[src/rtl/interrupt_ctrl.sv]
// interrupt_ctrl: edge-detecting, maskable, fixed-priority interrupt controller with req/ack/done handshake
module interrupt_ctrl #(
    parameter int NUM_CH = 4,
    parameter int VEC_WIDTH = 16,
    parameter logic [VEC_WIDTH-1:0] BASE_VEC = '0,
    parameter int VEC_STRIDE = 2,
    localparam int CW = NUM_CH > 1 ? $clog2(NUM_CH) : 1
) (
    input  logic                 clk,
    input  logic                 reset,
    input  logic [NUM_CH-1:0]    irqIn,
    input  logic                 maskWrEn,
    input  logic [NUM_CH-1:0]    maskWrData,
    input  logic                 intAck,
    input  logic                 intDone,
    output logic                 intReq,
    output logic [VEC_WIDTH-1:0] intVector,
    output logic [CW-1:0]        intChannel,
    output logic                 inService,
    output logic [NUM_CH-1:0]    pendingOut,
    output logic [NUM_CH-1:0]    maskOut
);
    typedef enum logic [1:0] {IDLE, REQ, SERVICE} state_t;
    state_t state;
    logic [NUM_CH-1:0] irq_prev, pending, mask, edge_det, eligible, clr;
    logic [CW-1:0] winner;
    logic [VEC_WIDTH-1:0] win_vec;
    assign pendingOut = pending;
    assign maskOut = mask;
    // Rising-edge detect, acknowledge clear, and lowest-index-wins arbitration
    always_comb begin
        edge_det = irqIn & ~irq_prev;
        eligible = pending & mask;
        clr = (state == REQ && intAck) ? NUM_CH'(1) << intChannel : '0;
        winner = '0;
        for (int i = NUM_CH - 1; i >= 0; i--) winner = eligible[i] ? CW'(i) : winner;
        win_vec = BASE_VEC + VEC_WIDTH'(winner) * VEC_WIDTH'(VEC_STRIDE);
    end
    // Pending/mask registers and the handshake FSM; a new edge beats a same-cycle clear
    always_ff @(posedge clk) begin
        if (reset) begin
            irq_prev <= '0;
            pending <= '0;
            mask <= '0;
            state <= IDLE;
            intReq <= 1'b0;
            intVector <= '0;
            intChannel <= '0;
            inService <= 1'b0;
        end else begin
            irq_prev <= irqIn;
            pending <= (pending & ~clr) | edge_det;
            if (maskWrEn) mask <= maskWrData;
            case (state)
                IDLE: if (|eligible) begin
                    state <= REQ;
                    intReq <= 1'b1;
                    intChannel <= winner;
                    intVector <= win_vec;
                end
                REQ: if (intAck) begin
                    state <= SERVICE;
                    intReq <= 1'b0;
                    inService <= 1'b1;
                end
                SERVICE: if (intDone) begin
                    state <= IDLE;
                    inService <= 1'b0;
                end
                default: state <= IDLE;
            endcase
        end
    end
endmodule

[config.mk]
export PLATFORM = sky130hd
export DESIGN_NAME = interrupt_ctrl
export DESIGN_NICKNAME = d
export VERILOG_FILES = /design/src/rtl/interrupt_ctrl.sv
export SDC_FILE = /design/constraint.sdc
export NUM_CORES = 1
export LEC_CHECK = 0
export CORE_ASPECT_RATIO = 0.7
export CORE_MARGIN = 1.5
export CORE_UTILIZATION = 42
export DETAILED_ROUTE_END_ITERATION = 7
export GPL_TIMING_DRIVEN = 0
export PLACE_DENSITY = 0.83
export SKIP_CTS_REPAIR_TIMING = 1
export SYNTH_ARGS = -nofsm -noshare
export SYNTH_HDL_FRONTEND = slang
export SYNTH_SLANG_ARGS = --single-unit
export TNS_END_PERCENT = 30
[constraint.sdc]
create_clock -name clk -period 2.8 [get_ports clk]
set_input_delay 0.56 -clock clk [delete_from_list [all_inputs] [get_ports clk]]
set_output_delay 0.56 -clock clk [all_outputs]
set_load 0.05 [all_outputs]
# ---- After elaboration in Yosys (flattened, before gate mapping)
# Index checks and enable logic that the tools add are counted.
dict set report word_totals {
  register_bits 18
  in_bits 13
  output_inout_bits 28
  elab_cells 43
}
dict set report op_classes {
  eq_ne 5
  shift 1
  n_mux 15
  n_bitwise 6
  reduce_logical 9
}
# op count
set ops {}
lappend ops {{two-way mux 2 bit} 7}
lappend ops {{AND 4 bit} 3}
lappend ops {{AND reduction 3 bit} 3}
lappend ops {{inverter 4 bit} 2}
lappend ops {{inequality test 2 bit, second input constant} 3}
lappend ops {{one-hot mux 2 bit (3 select lines)} 1}
lappend ops {{two-way mux 1 bit} 4}
lappend ops {{two-way mux 4 bit} 1}
lappend ops {{OR 4 bit} 1}
lappend ops {{one-hot mux 1 bit (2 select lines)} 2}
lappend ops {{nonzero test 2 bit} 2}
lappend ops {{OR reduction 4 bit} 1}
lappend ops {{left shift 1 x 2 -> 4 bit, first input constant} 1}
lappend ops {{== test 2 x 1 -> 1 bit, second input constant} 1}
lappend ops {{== test 2 bit, second input constant} 1}
lappend ops {{logical NOT 2 bit} 1}
lappend ops {{AND reduction 2 bit} 1}
lappend ops {{logical AND 1 bit} 1}

# ---- Longest topological paths before layout
# Gate-level depths: netlist of the first run.
dict set report depth {
  ltp_word 6
  mapped_depth 4
  ltp_nobuf 3
}

# ---- Worst setup path before layout of the first run
# Ideal clock, no wire load.
dict set report synth_timing {
  path_type {flip-flop to output port}
  from {register intVector[1]}
  to {output port intVector[1]}
  arrival_time_ns 0.974
  required_ns 2.240
  setup_slack_ns 1.266
  path_stages_with_launch 2
  path_buffers 1
  path_cell_list {dfxtp_1 > buf_4}
}
# element line_no
set synth_rtl {}
lappend synth_rtl {{start: declaration} 17} ;# output logic [VEC_WIDTH-1:0] intVector,
lappend synth_rtl {{start signal: assignment} 59} ;# intVector <= win_vec;
# No word-level cell between the ends.

# ---- Final worst setup path of the first run
dict set report layout_timing {
  from {register intVector[1]}
  to {output port intVector[1]}
}
# No word-level cell between the ends.

==> results of run 1 <==
==> worst min-delay path, stage by stage (launching register included) <==
cell and delay, ns:
sky130_fd_sc_hd__dfxtp_1 0.33, sky130_fd_sc_hd__nand2_1 0.05, sky130_fd_sc_hd__a21oi_1 0.06
==> layer usage <==
layer | global-route usage (%) | vias up | wire length [µm] | share of wire (%)
li1 | - | 362 | - | -
met1 | 18.38 | 326 | 798 | 45
met2 | 28.24 | 33 | 829 | 47
met3 | 7.097 | 0 | 132 | 7.5
met4 | 4.167 | 0 | 0 | 0
met5 | 0 | - | 0 | 0
==> layout make-up <==
class	instances	area share, %
Timing Repair Buffer	24	20.34
Sequential cell	18	30.51
Multi-Input combinational cell	65	31.25
Tap cell	22	2.331
Buffer	20	11.86
Clock buffer	4	3.072
Inverter	2	0.6356
==> through the flow <==
step,instances,power (mW)
after floorplan,105,0.4447
after global placement,151,0.4951
after detailed placement,151,0.5001
after CTS,155,0.6588
after global routing,155,0.6861
final,155,0.6582
==> Yosys cell counts (2+ instances only) <==
cell type and count:
sky130_fd_sc_hd__a22o_1 2, sky130_fd_sc_hd__buf_4 17, sky130_fd_sc_hd__nor2_1 5, sky130_fd_sc_hd__nor2b_1 4, sky130_fd_sc_hd__clkbuf_1 2, sky130_fd_sc_hd__nand2b_1 4, sky130_fd_sc_hd__dfxtp_1 18, sky130_fd_sc_hd__o21ai_0 7
sky130_fd_sc_hd__nand2_1 5, sky130_fd_sc_hd__mux2i_1 4, sky130_fd_sc_hd__inv_1 2, sky130_fd_sc_hd__a21oi_1 10
==> cell families (layout without fill, tap and decap cells) <==
| logic type | count (synthesis) | count (layout) | share of synthesized area [%] |
|---|---|---|---|
| AND/OR/NAND/NOR | 24 | 24 | 16.01 |
| other | 1 | 14 | 0.4527 |
| AO/OA/AOI/OAI | 23 | 23 | 17.37 |
| buffers and inverters | 22 | 50 | 17.82 |
| flip-flops | 18 | 18 | 43.51 |
| multiplexers | 4 | 4 | 4.834 |
==> power groups by stage <==
stage	combinational, mW	sequential, mW	clock (mW)
final	0.206	0.290	0.162
after CTS	0.205	0.289	0.164
after detailed placement	0.205	0.295	0
after global placement	0.201	0.294	0
after floorplan	0.108	0.337	0
after global routing	0.218	0.292	0.176
==> flip-flops by register name (all words and copies together) (netlist names) <==
register    cells
inService       1
maskOut         4
state           2
irq_prev        4
intReq          1
intVector       2
pendingOut      4
==> worst max-delay path by stage <==
stage,end,slack (ns),cells past startpoint
floorplan,intVector[1],1.27,1
global placement,intVector[1],0.90,2
detailed placement,intVector[1],0.90,2
CTS,intVector[1],0.56,2
global route,intVector[1],0.50,2
finish,intVector[1],0.55,2
==> results.txt, run 1 <==
----------------------------------------------------
[STA]
  Unrepaired setup endpoints after global routing ... no
  Post-Route Setup TNS ... 0 ns
  Worst clock skew ... approximately 0.0045 ns
  Portion of the clock cycle consumed by the worst path in the final layout ... 80.32%
  Min Hold Slack ... about 0.47 ns
  Top achievable clock speed ... between 400 and 500 MHz
  Worst setup slack after layout ... between 0.5 and 0.6 ns
  Time the worst path needs with I/O delays and setup ... approximately 2.2 ns
  Final hold violation count ... 0
  Pins Over Slew Limit ... 0
  Worst slew slack as a fraction of its limit ... approximately 67%
  Final setup viols ... 0
  Transition time at the pin with the least slew margin ... about 0.5 ns

[Place]
  Placed cell area ... between 1000 and 1500 µm²
  Placer's final routability congestion estimate ... slightly above 0.7
  Pre-CTS setup slack ... 0.9029 ns
  PortBufs ... 24
  DP Wirelength ... ~1.3 mm

[Global route]
  Overall track demand over capacity in global routing ... about 16%
  Antenna violations before repair ... 0
  Maximum number of pins on one net before global-route repair ... 11
  Overflow left after global routing ... 0
  Global-route wire length before repair ... between 2 and 3 mm
  Vias in the first global route ... 597

[Cells and area]
  Fillers ... between 150 and 200
  Most common cell after layout, fill and taps aside ... sky130_fd_sc_hd__clkdlybuf4s50_1
  Area growth from synthesis to final layout ... 42.60%
  Final cell utilization of the core ... 63.70%
  Cell area after layout ... ~1200 µm²
  Reg area ... between 300 and 400 µm²
  Multi-input gate area in the final layout ... between 300 and 400 µm²
  Proportion of layout cells with a drive suffix above 1 ... roughly 18%
  Most frequent cells in the layout ... sky130_fd_sc_hd__clkdlybuf4s50_1 (24), sky130_fd_sc_hd__dfxtp_1 (18), sky130_fd_sc_hd__buf_4 (17)
  Number of nets in the layout ... between 100 and 150
  Inserted Diodes ... 0

[Route]
  Antenna Nets Post-Route ... 0
  Number of detailed-routing iterations run before antenna repair ... 4
  DRC violation count after routing ... 0
  Detailed Route WL ... approximately 1.8 mm
  Detailed Route Iter0 Violations ... 22
  Average via count per standard cell ... 4.652
  Wirelength per Cell ... 11.36 µm
  Total number of vias ... around 720

[Clock tree]
  Clock net sink count ... 18
  Clock edge transition at the registers on the reported setup and hold paths ... about 0.10 ns
  TritonCTS clock tree ... done
  CTS HTree Levels ... 1
  Clock Path Buffers ... 2
  Inserted Clock Buffers ... 3
  Clock tree root driver cell ... sky130_fd_sc_hd__clkbuf_4
  Later-pin clock latency in the skew report ... 0.30 ns

[Worst setup path]
  Reg2reg start ... state[1]
  Path depth of the worst reg2reg path ... 3
  Largest driver fanout on the critical path ... 7
  Type of element launching the critical path ... flop
  CP top delay family ... buffers and inverters
  Stage delay of the slowest cell on the critical path ... 0.78 ns
  Required time at the worst-slack endpoint ... between 2 and 2.5 ns
  Signal arrival time at the worst endpoint ... approximately 1.7 ns
  Cell-by-cell trace of the critical path ... buf_4 > clkdlybuf4s50_1
  Register-to-register setup slack ... 1.60 ns
  Number of buffers and inverters on the critical path ... 2
  Worst path slowest cell ... sky130_fd_sc_hd__clkdlybuf4s50_1
  Critical path class ... flop to primary output
  Worst reg2reg endpoint ... intVector[1]
  Launching instance or port of the critical path ... intVector[1]
  Crit. End Element ... primary output

[Synthesis]
  Largest area contributor in the synthesized netlist ... sky130_fd_sc_hd__dfxtp_1
  Share of the synthesized area in the top cell type ... 43.50%
  Average cell area after synthesis ... around 9.0 µm²
  Total of warnings raised by yosys ... 0
  Number of storage elements in the synthesis netlist ... 18
  Share of flip-flops with an asynchronous set or reset ... 0%
  Mapped Area ... between 800 and 900 µm²
  Prevailing post-synth register cell ... sky130_fd_sc_hd__dfxtp_1
  EDFF count, synth ... 0
  Number of distinct library cells after synthesis ... 24
  Sequential area share after synthesis ... between 40% and 50%
  Largest cells by area after synthesis ... sky130_fd_sc_hd__dfxtp_1 (44%), sky130_fd_sc_hd__buf_4 (15%), sky130_fd_sc_hd__a21oi_1 (6.0%)
  Synthesized instance count ... between 90 and 100

[Status]
  Status ... finished clean

[Hold path]
  Critical hold path startpoint ... intReq
  Hold Path Depth ... 2
  Worst Hold Class ... flop to flop
  Worst hold endpoint ... intReq

[Pwr]
  Static leakage power ... 0.5077 nW
  Internal Pwr Total ... about 0.43 mW
  Clock power frac ... between 20% and 30%
  Share of power burned in registers ... ~44%
  Largest vdd supply drop ... 0.4053 mV
  PwrDens ... ~560 nW/µm²
  Switch Pwr ... 0.2303 mW
  Power share of the combinational group ... a little under a third
  Sw Share ... between 30% and 40%

[Run]
  Max-capacitance violation count ... 0

[Floorplan]
  DIE WIDTH ... 56.08 µm
  Effective utilization at floorplan ... about 45%
  Die span in y ... approximately 40 µm
  Area of the die ... between 2000 and 2500 µm²
  I/O pin cnt ... around 40
  Cell row count ... 13
  Core footprint ... between 1500 and 2000 µm²

----------------------------------------------------
Power figures use the tool's default switching activity.
==> run 2, diff against run 1 <==
--- a/config.mk
+++ b/config.mk
@@ -7,10 +7,10 @@
 export LEC_CHECK = 0
 export CORE_ASPECT_RATIO = 0.7
 export CORE_MARGIN = 1.5
-export CORE_UTILIZATION = 42
+export CORE_UTILIZATION = 39
 export DETAILED_ROUTE_END_ITERATION = 7
 export GPL_TIMING_DRIVEN = 0
-export PLACE_DENSITY = 0.83
+export PLACE_DENSITY = 0.78
 export SKIP_CTS_REPAIR_TIMING = 1
 export SYNTH_ARGS = -nofsm -noshare
 export SYNTH_HDL_FRONTEND = slang
==> constraint.sdc (replaced) <==
create_clock -name clk -period 2.21 [get_ports clk]
set_input_delay 0.442 -clock clk [delete_from_list [all_inputs] [get_ports clk]]
set_output_delay 0.442 -clock clk [all_outputs]
set_load 0.05 [all_outputs]
==> results.txt, run 2 (same netlist as run 1, synthesis figures left out) <==
----------------------------------------------------
[Worst setup path]
  Stage delay of the slowest cell on the critical path ... between 0.7 and 0.8 ns
  Worst reg2reg endpoint ... intVector[1]
  Worst path slowest cell ... sky130_fd_sc_hd__clkdlybuf4s50_1
  Critical Path Stages ... 2
  Crit. End Element ... primary output
  Cell-by-cell trace of the critical path ... buf_4 > clkdlybuf4s50_1
  Critical path class ... flop to primary output
  Signal arrival time at the worst endpoint ... 1.69 ns
  CP top delay family ... buffers and inverters
  Reg2reg start ... state[1]
  Capture point of the critical path ... intVector[1]
  Register-to-register setup slack ... slightly above 1 ns
  Required time at the worst-slack endpoint ... approximately 1.8 ns
  Path depth of the worst reg2reg path ... 3
  Largest driver fanout on the critical path ... 7
  Type of element launching the critical path ... flop
  Number of buffers and inverters on the critical path ... 2
  Launching instance or port of the critical path ... intVector[1]

[STA]
  Portion of the clock cycle consumed by the worst path in the final layout ... a little over nine tenths
  Worst clock skew ... 0.004191 ns
  Time the worst path needs with I/O delays and setup ... 2.136 ns
  Worst slew slack as a fraction of its limit ... 65.85%
  Transition time at the pin with the least slew margin ... around 0.5 ns
  Unrepaired setup endpoints after global routing ... no
  Min Hold Slack ... approximately 0.47 ns
  Pins Over Slew Limit ... 0
  Post-Route Setup TNS ... 0 ns
  Final setup viols ... 0
  Top achievable clock speed ... 468.2 MHz
  Final hold violation count ... 0

[Status]
  Status ... finished, violations left
  Violations in the final reports ... design-rule violations

[Cells and area]
  Area growth from synthesis to final layout ... 40.94%
  Number of nets in the layout ... 147
  Most frequent cells in the layout ... sky130_fd_sc_hd__clkdlybuf4s50_1 (24), sky130_fd_sc_hd__dfxtp_1 (18), sky130_fd_sc_hd__buf_4 (17)
  Proportion of layout cells with a drive suffix above 1 ... between 10% and 20%
  Most common cell after layout, fill and taps aside ... sky130_fd_sc_hd__clkdlybuf4s50_1
  Inserted Diodes ... 0

[Clock tree]
  Later-pin clock latency in the skew report ... between 0.2 and 0.3 ns
  Inserted Clock Buffers ... 3
  Clock net sink count ... 18
  Clock Path Buffers ... 2
  CTS HTree Levels ... 1
  Clock edge transition at the registers on the reported setup and hold paths ... about 0.1 ns
  TritonCTS clock tree ... done
  Clock tree root driver cell ... sky130_fd_sc_hd__clkbuf_4

[Route]
  Antenna Nets Post-Route ... 0
  DRC violation count after routing ... 4
  Detailed Route Iter0 Violations ... 38
  Number of detailed-routing iterations run before antenna repair ... 8
  Wirelength per Cell ... 11.82 µm
  Total number of vias ... approximately 740
  Detailed Route WL ... between 1.5 and 2 mm
  Average via count per standard cell ... 4.799

[Floorplan]
  Core footprint ... slightly below 2000 µm²
  I/O pin cnt ... 41
  Area of the die ... 2414 µm²
  Effective utilization at floorplan ... a little over two fifths
  DIE WIDTH ... 58.08 µm
  Die span in y ... 41.56 µm
  Cell row count ... 13

[Global route]
  Global-route wire length before repair ... 2.898 mm
  Maximum number of pins on one net before global-route repair ... 11
  Vias in the first global route ... approximately 640
  Overflow left after global routing ... 0
  Overall track demand over capacity in global routing ... 15.95%
  Antenna violations before repair ... 0

[Pwr]
  Static leakage power ... roughly 0.5 nW
  PwrDens ... ~670 nW/µm²
  Largest vdd supply drop ... just under 0.4 mV
  Power, Total ... 0.7879 mW

[Run]
  Max-capacitance violation count ... 0

[Place]
  DP Wirelength ... between 1 and 1.5 mm
  Placer's final routability congestion estimate ... between 0.7 and 0.8
  PortBufs ... 24

[Hold path]
  Critical hold path startpoint ... intReq
  Worst Hold Class ... flop to flop

----------------------------------------------------
## run 2: changes by cell type in the layout (fill, tap and decap cells not counted)
cell and delta:
sky130_fd_sc_hd__clkbuf_8 -1
## run 2: worst register-to-register path: stages, from the launching register on
cell and delay, ns:
sky130_fd_sc_hd__dfxtp_1 0.48, sky130_fd_sc_hd__nor2_2 0.11, sky130_fd_sc_hd__a31o_1 0.24, sky130_fd_sc_hd__a221oi_2 0.27
## run 2: cell type report
| type | count | area [µm²] |
|---|---|---|
| Buffer | 20 | 140.1 |
| Clock buffer | 3 | 22.52 |
| Fill cell | 181 | 768.2 |
| Inverter | 2 | 7.507 |
| Multi-Input combinational cell | 65 | 369.1 |
| Sequential cell | 18 | 360.3 |
| Tap cell | 22 | 27.53 |
| Timing Repair Buffer | 24 | 240.2 |
## run 2: how the worst min path moves through the flow
stage                               end  slack (ns)  cells after the start
after floorplan           pendingOut[0]        0.46                      2
after global placement           intReq        0.45                      2
after detailed placement         intReq        0.46                      2
after CTS                        intReq        0.47                      2
after global routing             intReq        0.49                      2
final                            intReq        0.47                      2
## run 2: metal layers
metal | wire length, µm | global-route usage (%) | vias to the layer above
met1 | 762 | 19.88 | 340
met5 | 0 | 0 | -
met4 | 13 | 5.581 | 0
met2 | 886 | 25.23 | 33
met3 | 158 | 5.919 | 2
li1 | - | - | 364
## run 2: power by group
group          internal, mW  total (mW)  switching (mW)
sequential            0.347       0.368          0.0206
clock                0.0634       0.158          0.0950
combinational        0.0943       0.262           0.167
## run 2: stage by stage
step	cells	cell area [µm²]	worst slack [ns]	util [%]
6_report	154	1167	0.07409	60.31
5_1_grt	154	1167	0.02663	60.31
4_1_cts	154	1167	0.07725	60.31
3_5_place_dp	151	1145	0.4026	59.15
3_3_place_gp	151	1145	0.4301	59.15
2_1_floorplan	105	877.1	0.7938	-
